==> src/rtl/fetch_pkg.sv <==
// fetch_pkg: shared types and constants for the instruction fetch stage.
//   fetch_state_e : fetch controller state (RUN, FAULT).
//   fetch_entry_t : prefetch FIFO entry {pc, data}. It is sized to the widest
//                   PC/instruction supported, and narrower instances zero-extend
//                   into it.
//   last_addr()   : the single unbacked ROM word address for a given address width.
package fetch_pkg;

  localparam int MAX_ADDR_W = 16;
  localparam int MAX_DATA_W = 32;

  typedef enum logic [0:0] {
    RUN   = 1'b0,
    FAULT = 1'b1
  } fetch_state_e;

  typedef struct packed {
    logic [MAX_ADDR_W-1:0] pc;
    logic [MAX_DATA_W-1:0] data;
  } fetch_entry_t;

  // Returns the all-ones word address for the given width. The ROM does not
  // back that address.
  function automatic logic [MAX_ADDR_W-1:0] last_addr(input int w);
    logic [MAX_ADDR_W-1:0] r;
    r = '0;
    for (int i = 0; i < MAX_ADDR_W; i++) begin
      if (i < w) r[i] = 1'b1;
    end
    return r;
  endfunction

endpackage

==> src/rtl/sync_fifo.sv <==
// sync_fifo: small synchronous FIFO with registered storage.
//   clk, rst   : clock and synchronous active-high reset (empties the FIFO).
//   flush      : synchronous clear. It overrides push and pop in the same cycle.
//   push/wr_data : write request. It is accepted when the FIFO is not full, or
//                  when it is full and a pop happens in the same cycle.
//   pop/rd_data  : rd_data is the head entry. A pop removes the head when the
//                  FIFO is not empty.
//   full, empty  : occupancy flags.
// DEPTH must be a power of two so that the pointers wrap naturally.
module sync_fifo
  import fetch_pkg::*;
#(
  parameter int  DEPTH   = 2,
  parameter type entry_t = fetch_entry_t
) (
  input  logic   clk,
  input  logic   rst,
  input  logic   flush,
  input  logic   push,
  input  entry_t wr_data,
  input  logic   pop,
  output entry_t rd_data,
  output logic   full,
  output logic   empty
);

  localparam int PW = $clog2(DEPTH);

  entry_t        mem [DEPTH];
  logic [PW-1:0] wr_ptr, rd_ptr;
  logic [PW:0]   count;
  logic          do_push, do_pop;

  assign full    = (count == (PW+1)'(DEPTH));
  assign empty   = (count == '0);
  assign do_push = push && (!full || pop);
  assign do_pop  = pop && !empty;
  assign rd_data = mem[rd_ptr];

  always_ff @(posedge clk) begin
    if (rst || flush) begin
      wr_ptr <= '0;
      rd_ptr <= '0;
      count  <= '0;
    end else begin
      if (do_push) wr_ptr <= wr_ptr + 1'b1;
      if (do_pop)  rd_ptr <= rd_ptr + 1'b1;
      case ({do_push, do_pop})
        2'b10:   count <= count + 1'b1;
        2'b01:   count <= count - 1'b1;
        default: ;
      endcase
    end
  end

  // NOTE: storage is deliberately left unreset. The pointers and count define
  // which entries are live, so stale contents are never observed.
  always_ff @(posedge clk) begin
    if (do_push) mem[wr_ptr] <= wr_data;
  end

endmodule

==> src/rtl/fetch_unit.sv <==
// fetch_unit: instruction fetch stage in front of an asynchronous ROM.
//   clk, rst       : clock and synchronous active-high reset.
//   rom_addr       : ROM word address, driven straight from the PC register.
//   rom_data       : same-cycle ROM read data for rom_addr.
//   instr_valid/instr_ready : decode handshake on the prefetch FIFO head.
//   instr_data, instr_pc    : head instruction and its PC. Both are zero when
//                             nothing is presented.
//   redirect_valid, redirect_pc : control-flow change. It flushes the FIFO and
//                                 reloads the PC.
//   fault          : fetch halted because the PC points at the unbacked address.
module fetch_unit
  import fetch_pkg::*;
#(
  parameter int ADDR_WIDTH = 8,
  parameter int DATA_WIDTH = 32,
  parameter int FIFO_DEPTH = 2,
  parameter int RESET_PC   = 0
) (
  input  logic                  clk,
  input  logic                  rst,
  output logic [ADDR_WIDTH-1:0] rom_addr,
  input  logic [DATA_WIDTH-1:0] rom_data,
  output logic                  instr_valid,
  input  logic                  instr_ready,
  output logic [DATA_WIDTH-1:0] instr_data,
  output logic [ADDR_WIDTH-1:0] instr_pc,
  input  logic                  redirect_valid,
  input  logic [ADDR_WIDTH-1:0] redirect_pc,
  output logic                  fault
);

  localparam logic [ADDR_WIDTH-1:0] LAST = ADDR_WIDTH'(last_addr(ADDR_WIDTH));
  localparam logic [ADDR_WIDTH-1:0] PC_INIT = ADDR_WIDTH'(RESET_PC);

  if (PC_INIT == LAST) begin : g_bad_reset_pc
    $error("fetch_unit: RESET_PC must not be the unbacked address");
  end
  if (ADDR_WIDTH > MAX_ADDR_W || DATA_WIDTH > MAX_DATA_W) begin : g_bad_width
    $error("fetch_unit: width exceeds fetch_pkg entry size");
  end
  if (FIFO_DEPTH < 2 || (FIFO_DEPTH & (FIFO_DEPTH - 1)) != 0) begin : g_bad_depth
    $error("fetch_unit: FIFO_DEPTH must be a power of two >= 2");
  end

  fetch_state_e          state_q, state_d;
  logic [ADDR_WIDTH-1:0] pc_q, pc_d;
  logic                  push, pop, full, empty;
  fetch_entry_t          wr_entry, head;
  logic                  unused_head_bits;

  assign rom_addr    = pc_q;
  assign fault       = (state_q == FAULT);
  assign instr_valid = !empty && (state_q == RUN);
  assign pop         = instr_valid && instr_ready;
  assign instr_pc    = instr_valid ? head.pc[ADDR_WIDTH-1:0]   : '0;
  assign instr_data  = instr_valid ? head.data[DATA_WIDTH-1:0] : '0;
  assign wr_entry    = '{pc: MAX_ADDR_W'(pc_q), data: MAX_DATA_W'(rom_data)};
  // Narrow instances ignore the upper bits of the shared entry.
  assign unused_head_bits = ^head;

  // NOTE: every always_comb output gets a default first, so no path can
  // leave it unassigned and infer a latch.
  always_comb begin
    state_d = state_q;
    pc_d    = pc_q;
    push    = 1'b0;
    if (redirect_valid) begin
      pc_d    = redirect_pc;
      state_d = (redirect_pc == LAST) ? FAULT : RUN;
    end else if (state_q == RUN && (!full || pop)) begin
      push = 1'b1;
      // Skip the unbacked address: LAST-1 wraps back to 0.
      pc_d = (pc_q == LAST - 1'b1) ? '0 : pc_q + 1'b1;
    end
  end

  // NOTE: state registers use non-blocking assignments only, so every flop
  // samples the values from before the clock edge.
  always_ff @(posedge clk) begin
    if (rst) begin
      state_q <= RUN;
      pc_q    <= PC_INIT;
    end else begin
      state_q <= state_d;
      pc_q    <= pc_d;
    end
  end

  sync_fifo #(
    .DEPTH   (FIFO_DEPTH),
    .entry_t (fetch_entry_t)
  ) u_fifo (
    .clk     (clk),
    .rst     (rst),
    .flush   (redirect_valid),
    .push    (push),
    .wr_data (wr_entry),
    .pop     (pop),
    .rd_data (head),
    .full    (full),
    .empty   (empty)
  );

endmodule

==> config.mk <==
export PLATFORM = sky130hd
export DESIGN_NAME = fetch_unit
export DESIGN_NICKNAME = d
export VERILOG_FILES = /design/src/rtl/fetch_pkg.sv /design/src/rtl/sync_fifo.sv /design/src/rtl/fetch_unit.sv
export SDC_FILE = /design/constraint.sdc
export NUM_CORES = 1
export LEC_CHECK = 0
export BUFFER_PORTS_ARGS = -buffer_cell sky130_fd_sc_hd__buf_2
export CAP_MARGIN = 20
export CORE_MARGIN = 1.5
export CORE_UTILIZATION = 40
export CTS_BUF_LIST = sky130_fd_sc_hd__clkbuf_4 sky130_fd_sc_hd__clkbuf_8
export DETAILED_ROUTE_END_ITERATION = 16
export HOLD_SLACK_MARGIN = 0.05
export PLACE_DENSITY = 0.67
export SYNTH_ARGS = -nofsm -noshare
export SYNTH_HDL_FRONTEND = slang
export SYNTH_SLANG_ARGS = --single-unit
export TNS_END_PERCENT = 50
==> constraint.sdc <==
create_clock -name clk -period 3.5 [get_ports clk]
set_input_delay 0.525 -clock clk [delete_from_list [all_inputs] [get_ports clk]]
set_output_delay 0.525 -clock clk [all_outputs]
set_load 0.005 [all_outputs]
# Word level (Yosys, flattened, before mapping)
# Memories as Yosys holds them, arrays and structs flattened. A register that Yosys moved wholly into a read port is not among the register bits.
# Cells that the tools add are included.
dict set report totals {
  ff_bits 13
  mem_bits_rw 80
  output_inout_bits 50
  word_cells 42
  n_memories 1
}
dict set report op_classes {
  add_sub_neg 5
  eq_ne 5
  n_mux 13
  n_bitwise 1
  n_reduce_logical 12
}
# memory depth word_bits rd rd_clocked_by_memory_dff write_ports line
set mem_list {}
lappend mem_list {u_fifo.mem 2 40 1 1 1 sync_fifo.sv:29} ;# entry_t mem [DEPTH];
# cell count
set op_table {}
lappend op_table {{$mux 32} 1}
lappend op_table {{$mux 8} 4}
lappend op_table {{$eq 8x8->1 const B} 2}
lappend op_table {{$add 8x1->8 const B} 1}
lappend op_table {{$mux 1} 7}
lappend op_table {{$logic_and 1x1->1} 5}
lappend op_table {{$eq 2x2->1 const B} 2}
lappend op_table {{$pmux 2 s2} 1}
lappend op_table {{$reduce_bool 2->1} 2}
lappend op_table {{$add 1x1->1 const B} 2}
lappend op_table {{$add 2x1->2 const B} 1}
lappend op_table {{$eq 2x1->1 const B} 1}
lappend op_table {{$logic_not 1->1} 2}
lappend op_table {{$logic_not 2->1} 1}
lappend op_table {{$logic_or 1x1->1} 2}
lappend op_table {{$sub 2x1->2 const B} 1}
lappend op_table {{$not 1->1} 1}

# Depth between registers and ports, before layout
# Gate-level depths: netlist (run 1).
dict set report depth {
  word_depth 11
  ltp_mapped 7
  mapped_depth_nobuf 7
}

# Cells and area by module
# From an unflattened synthesis (run 1), not the netlist that was laid out.
dict set report hier_totals {
  hier_cells 304
  area_unflattened_um2 4596.9
}
# module n_inst cells_per_inst area_per_inst_um2 seq_area_each_um2
set by_module_without_submodules {}
lappend by_module_without_submodules {sync_fifo 1 176 3688.5 2982.9}
lappend by_module_without_submodules {fetch_unit 1 128 908.4 180.2}

# Least setup slack after synthesis (run 1)
# No wires, ideal clock.
dict set report synth_path {
  kind {input to register}
  from {input port redirect_valid}
  to {memory u_fifo.mem[0][0] in the netlist's numbering (enable)}
  arrival_ns 2.760
  required_ns 3.063
  slack_ns 0.302
  cell_stages 3
  n_path_buf 1
  cell_sequence {buf_2 or3_1 nor2_1}
}
dict set report synth_between {
  elab_chain_len 4
}
# element line
set synth_rtl {}
lappend synth_rtl {{start, declared} fetch_unit.sv:27} ;# input logic redirect_valid,
lappend synth_rtl {{$mux 1} fetch_unit.sv:67} ;# if (redirect_valid) begin
lappend synth_rtl {{$logic_and 1x1->1} sync_fifo.sv:36} ;# assign do_push = push && (!full || pop);
lappend synth_rtl {{$mux 1} sync_fifo.sv:59} ;# if (do_push) mem[wr_ptr] <= wr_data;
lappend synth_rtl {{$mux 1 (not written as such)} sync_fifo.sv:59}
lappend synth_rtl {{end, declared} sync_fifo.sv:29}
# Every way passes these cells.

# Worst setup path after layout (run 1)
dict set report layout_path {
  from {register u_fifo.count[0]}
  to {register u_fifo.count[1]}
}
# element line
set layout_rtl {}
lappend layout_rtl {{start, declared} sync_fifo.sv:31} ;# logic [PW:0] count;
lappend layout_rtl {{start signal, assigned} sync_fifo.sv:49} ;# 2'b10: count <= count + 1'b1;
lappend layout_rtl {{start signal, assigned} sync_fifo.sv:50} ;# 2'b01: count <= count - 1'b1;
lappend layout_rtl {{$logic_not 2->1 (*)} sync_fifo.sv:35} ;# assign empty = (count == '0);
lappend layout_rtl {{$logic_not 1->1 (*)} {sync_fifo.sv:37, fetch_unit.sv:53}}
lappend layout_rtl {{$logic_and 1x1->1} fetch_unit.sv:53} ;# assign instr_valid = !empty && (state_q == RUN);
lappend layout_rtl {{$logic_and 1x1->1} fetch_unit.sv:54} ;# assign pop = instr_valid && instr_ready;
lappend layout_rtl {{$logic_and 1x1->1 (*)} sync_fifo.sv:37} ;# assign do_pop = pop && !empty;
lappend layout_rtl {{net u_fifo.do_pop} sync_fifo.sv:32} ;# logic do_push, do_pop;
lappend layout_rtl {{$eq 2x1->1 / $eq 2x2->1 (equally long branches)} sync_fifo.sv:48} ;# case ({do_push, do_pop})
lappend layout_rtl {{$pmux 2 s2 / $reduce_bool 2->1 (equally long branches)} --}
# Mark *: on every way through the listed nets, which the timed path passes. The rest lies on a longest branch.
# A chain may end at the register's enable or synchronous reset.

==> results.tsv, run 1 <==
stage	metric	value	unit
worst_setup_path	Buf/Inv on CP	1	
synth	Commonest cells post-synth	80 x edfxtp_1, 51 x nor2_1, 40 x mux2i_1	
drt	Wirelength per Cell	14.8	µm
synth	EDFF count, synth	80	
synth	Netlist Area Pre-Place	3800	µm²
clock_tree	CTS Hold Buffers Added	0	
synth	Synth warnings	0	
drt	post-route ant nets	0	
grt	GRT Residual Overflow	0	
drt	DRT Pass-1 Iters	4	
worst_setup_path	Critical Path RT	3.78	ns
clock_tree	Post-CTS Setup Inserts	0	
synth	compound-gate portion of the synthesized area	5.23	%
die	num ports	94	
synth	Synth Area in Simple Gates	9.87	%
clock_tree	Clock Root Buffer	clkbuf_8	
synth	Avg Cell Area, Syn	14.3	µm²
worst_setup_path	Crit Path Max Fanout	41	
run	Max-Cap Viols	0	
placement	# port buffers	93	
worst_setup_path	CP Launch Type	flip-flop	
cells_and_area	# diodes	0	
clock_tree	CTS clk-pin slew, worst paths	0.09	ns
die	Die Height	101	µm
synth	register area share after synthesis	70.5	%
pwr	PD cells	499	nW/µm²
placement	Area after DPL	4420	µm²
sta	Final Setup Violations	0	
sta	Slew Limit Fails	0	
sta	Fmax	416	MHz
sta	Worst-Margin Slew	0.989	ns
sta	Hold WS	0.364	ns
synth	most frequent cell after synthesis	edfxtp_1	
worst_setup_path	CP Cell Sequence	o21bai_4 -> inv_1 -> and2_1 -> ha_1 -> or3_1 -> a21oi_1	
grt	first-pass GRT wire length	11.6	mm
worst_setup_path	crit end category	flip-flop	
clock_tree	CTS tree	done	
grt	Overall Global Routing Usage	15.2	%
sta	Final Hold Fails	0	
sta	Final period util	68.7	%
clock_tree	htree depth	3	
cells_and_area	area delta synth->final	22.4	%
synth	top cell type's share of synthesized area	63.2	%
worst_setup_path	Worst path max stage delay	0.76	ns
die	core footprint	9240	µm²
synth	syn nets	313	
cells_and_area	Cell Count, Final, Fillers Out	494	
pwr	sequential power share	56.2	%
drt	post-DR vias/cell	4.93	
drt	DR vias	2437	
die	Starting Density	41.2	%
sta	max_slew headroom	34.0	%
pwr	maximum vdd drop	0.000224	V
sta	fin crit period	2.40	ns
min_path	min-delay worst type	in2reg	
sta	sum of negative setup slack	0	ns
synth	Cells after Synth	266	
grt	pin count of the biggest net entering global routing	42	
worst_setup_path	CP max stage cell	o21bai_4	
die	DIE WIDTH	101	µm
synth	post-synthesis mux area share	10.5	%
clock_tree	post-CTS resize count	0	
grt	initial antenna violation count	0	
synth	Post-Synth Adder-Cell Area	0.987	%
worst_setup_path	crit path kind	reg2reg	
grt	vias in the first global route	2340	
synth	Post-synth ARST share	0	%
synth	Area contributors post-synth	edfxtp_1 63%, mux2i_1 11%, dfxtp_1 7.4%	
clock_tree	CTS sink cnt	94	
pwr	Clock Power Share	35.8	%
cells_and_area	nets@finish	408	
placement	Placer Congestion	0.815	
synth	Synth cell types	39	
pwr	P_sw	495	µW
pwr	cell-internal power	1.83	mW
pwr	Leakage	1.75	nW
drt	final WL	7.31	mm
clock_tree	clock latency on the worst-skew pair	0.35	ns
synth	Post-synth top flop	edfxtp_1	
worst_setup_path	worst path arrival time	2.68	ns
cells_and_area	fin area	4650	µm²
sta	clock skew	0.00917	ns
pwr	Comb pwr share	8.0	%
die	row count	35	
synth	flops & latches, synth	94	
synth	Synth area leader	edfxtp_1	
die	full die area	10100	µm²
cells_and_area	post-layout util	50.4	%
pwr	Sw Share	21.3	%
drt	Detailed Route Iter0 Violations	76	
placement	placed insts	479	
synth	largest family of logic cells by synthesized area	multiplexers	
clock_tree	clock tree buffer depth	2	
drt	DRC Markers	0	
clock_tree	cts bufs inserted	9	
placement	Detailed Place HPWL	4.79	mm
run_status	outcome	finished clean	
synth	Synth Area in XOR/XNOR	0.921	%
worst_setup_path	crit-path leading delay family	compound AO/OA/AOI/OAI gates	
cells_and_area	share of cells above drive strength 1	33.2	%
sta	RSZ-0062 raised after global routing	false	
power groups by stage:
stage / Sequential (mW) / Combinational (mW) / Clock (mW)
after floorplan: 1.32 / 0.100 / 0
after global placement: 1.33 / 0.186 / 0
after detailed placement: 1.33 / 0.189 / 0
after CTS: 1.31 / 0.191 / 0.849
after global routing: 1.31 / 0.211 / 0.886
final: 1.31 / 0.186 / 0.830
flip-flops by register name, summed over array words and instances, names as in the netlist, named ones only:
| name | cells |
|---|---|
| u_fifo.mem | 80 |
| u_fifo.wr_ptr | 1 |
| fault | 1 |
| u_fifo.count | 2 |
| rom_addr | 8 |
| u_fifo.rd_ptr | 1 |
cells by family (layout without fill, tap and decap cells):
family                   Yosys count  after routing
AO/OA/AOI/OAI                     26             26
XOR/XNOR                           4              4
adder cells (fa/ha/maj)            3              3
buffers and inverters             17            116
flip-flops                        94             94
multiplexers                      40             40
AND/OR/NAND/NOR                   82             82
metrics by stage:
| step | total power [mW] | worst slack [ns] |
|---|---|---|
| after floorplan | 1.42 | 0.302 |
| after global placement | 1.51 | 1.11 |
| after detailed placement | 1.52 | 1.05 |
| after CTS | 2.34 | 0.999 |
| after global routing | 2.41 | 0.780 |
| final | 2.32 | 1.10 |
per-layer routing:
metal	routed length, µm	track usage, %	vias to the layer above
li1	-	-	1178
met1	3220	20.2	1164
met2	3620	24.9	83
met3	354	2.84	12
met4	112	6.18	0
met5	0	0	-
path summary, 6_finish.rpt:
kind	start	end	slack [ns]	cells past startpoint
max	u_fifo.count[0]	u_fifo.count[1]	1.10	6
min	rom_data[0]	u_fifo.mem[0][0]	0.36	1
max reg2reg	u_fifo.count[0]	u_fifo.count[1]	1.10	6
min reg2reg	u_fifo.rd_ptr	flip-flop	0.53	2
cell type report:
| cell class | instances | area [µm²] |
|---|---|---|
| fill | 814 | 4590 |
| sequential | 94 | 2680 |
| multi-input combinational | 155 | 1070 |
| timing repair buffer | 96 | 488 |
| tap | 129 | 161 |
| clock buffer | 9 | 124 |
| clock inverter | 6 | 111 |
| inverter | 5 | 18.8 |
cell usage in the layout, fill, tap and decap left out, drive strengths merged, types with 3 or more instances in the layout:
cell type	Yosys	final
buf	7	96
edfxtp	80	80
nor2	51	51
mux2i	40	40
dfxtp	14	14
clkbuf	5	9
nand2	7	7
a21oi	7	7
inv	5	5
o21ai	4	4
nand3	4	4
or3	3	3
nor3	3	3
xnor2	3	3
a221o	3	3
ha	3	3
bufinv	0	3
or2	3	3
a2111oi	3	3
clkinv	0	3
Note: power is estimated with default switching activity, not from simulation.
==> run 2, diff against run 1 <==
==> constraint.sdc (replaced) <==
create_clock -name clk -period 2.35 [get_ports clk]
set_input_delay 0.3525 -clock clk [delete_from_list [all_inputs] [get_ports clk]]
set_output_delay 0.3525 -clock clk [all_outputs]
set_load 0.005 [all_outputs]
==> run 2 against run 1 <==
Compared with the run above: global-route usage decreased by 0.33 points; clock power increased by 41%; clock skew increased by 0.0043 ns; sequential power increased by 48%; final cell count increased by 0.61%; total power increased by 46%; largest cell class unchanged; highest routed layer unchanged.
==> results.tsv, run 2 (synthesis results as in run 1) <==
stage	metric	value	unit
drt	Detailed Route Iter0 Violations	94	
die	DIE WIDTH	101	µm
sta	fin crit period	1.98	ns
drt	post-DR vias/cell	4.90	
worst_setup_path	CP Launch Type	flip-flop	
die	core footprint	9240	µm²
cells_and_area	max reg flops	80	
clock_tree	Clock Root Buffer	clkbuf_8	
pwr	maximum vdd drop	0.000262	V
clock_tree	post-CTS resize count	0	
run	Max-Cap Viols	0	
grt	vias in the first global route	2411	
die	full die area	10100	µm²
placement	Placer Congestion	0.886	
clock_tree	clock latency on the worst-skew pair	0.35	ns
cells_and_area	Most flops, register	u_fifo.mem	
die	Starting Density	41.2	%
cells_and_area	share of cells above drive strength 1	34.0	%
sta	final worst slack	0.365	ns
cells_and_area	most frequent cells in the layout	93 x buf_2, 80 x edfxtp_1, 50 x nor2_1	
placement	Area after DPL	4470	µm²
worst_setup_path	Critical Path Source	fault	
grt	initial antenna violation count	0	
pwr	total power	3.40	mW
min_path	min-delay worst type	in2reg	
cells_and_area	fin area	4700	µm²
sta	Final period util	84.5	%
sta	clock skew	0.0135	ns
sta	max_slew headroom	69.5	%
grt	GRT Residual Overflow	0	
sta	Fmax	504	MHz
die	Die Height	101	µm
sta	Final Setup Violations	0	
worst_setup_path	Buf/Inv on CP	2	
placement	# port buffers	93	
clock_tree	clock tree buffer depth	2	
worst_setup_path	Crit Path Max Fanout	40	
sta	Slew Limit Fails	0	
cells_and_area	nets@finish	410	
worst_setup_path	worst r2r src	u_fifo.count[0]	
worst_setup_path	Critical Path RT	2.00	ns
drt	post-route ant nets	0	
placement	Detailed Place HPWL	4.56	mm
sta	RSZ-0062 raised after global routing	false	
clock_tree	CTS tree	done	
clock_tree	Post-CTS Setup Inserts	0	
clock_tree	CTS sink cnt	94	
placement	Setup WS pre-CTS	0.395	ns
run_status	outcome	finished clean	
sta	Worst-Margin Slew	0.457	ns
worst_setup_path	CP Cell Sequence	o21bai_4 -> buf_4 -> nor2_1 -> buf_2	
cells_and_area	commonest non-fill, non-tap cell in the layout	buf_2	
sta	sum of negative setup slack	0	ns
worst_setup_path	crit-path leading delay family	buffers and inverters	
pwr	Leakage	1.76	nW
worst_setup_path	crit end category	output port	
worst_setup_path	crit path kind	reg2out	
drt	DR vias	2437	
grt	Overall Global Routing Usage	14.9	%
die	num ports	94	
pwr	PD cells	724	nW/µm²
cells_and_area	area delta synth->final	23.6	%
drt	final WL	7.20	mm
grt	pin count of the biggest net entering global routing	41	
drt	Wirelength per Cell	14.5	µm
drt	DRC Markers	0	
clock_tree	CTS Hold Buffers Added	0	
worst_setup_path	worst path arrival time	1.63	ns
worst_setup_path	Worst path max stage delay	0.43	ns
clock_tree	CTS clk-pin slew, worst paths	0.09	ns
drt	DRT Pass-1 Iters	4	
clock_tree	cts bufs inserted	9	
grt	first-pass GRT wire length	11.5	mm
cells_and_area	# diodes	0	
sta	Final Hold Fails	0	
clock_tree	htree depth	3	
worst_setup_path	CP max stage cell	dfxtp_1	
die	row count	35	
min_path	min-delay src	rom_data[12]	
-- run 2: stage by stage --
| stage | utilization [%] | hold slack [ns] | std cells |
|---|---|---|---|
| final | 50.9 | 0.188 | 497 |
| after global routing | 50.9 | 0.161 | 497 |
| after CTS | 50.9 | 0.168 | 497 |
| after detailed placement | 48.4 | 0.500 | 481 |
| after global placement | 48.4 | 0.503 | 481 |
| after floorplan | - | 0.422 | 266 |
-- run 2: routing by layer --
layer | wire length, µm | global-route usage (%) | part of all wire, %
met5 | 0 | 0 | 0
met4 | 78 | 6.18 | 1.1
met3 | 373 | 2.91 | 5.2
met2 | 3420 | 25.3 | 47
met1 | 3330 | 18.7 | 46
-- run 2: final timing paths --
path	slack (ns)	to	cells after the start
min reg2reg	0.52	flip-flop	2
max	0.37	instr_data[18]	4
max reg2reg	0.43	u_fifo.count[1]	5
min	0.19	u_fifo.mem[0][12]	1
-- run 2: area by class of cell --
class,instances,area (µm²)
Fill cell,839,4540
Sequential cell,94,2680
Multi-Input combinational cell,155,1070
Timing Repair Buffer,98,541
Tap cell,129,161
Clock buffer,11,145
Clock inverter,5,83.8
Inverter,5,18.8
-- run 2: where the power goes --
group	total, mW	internal [mW]	switching, mW
logic	0.289	0.128	0.161
registers	1.94	1.90	0.0422
clock network	1.17	0.642	0.529
total	3.40	2.67	0.732
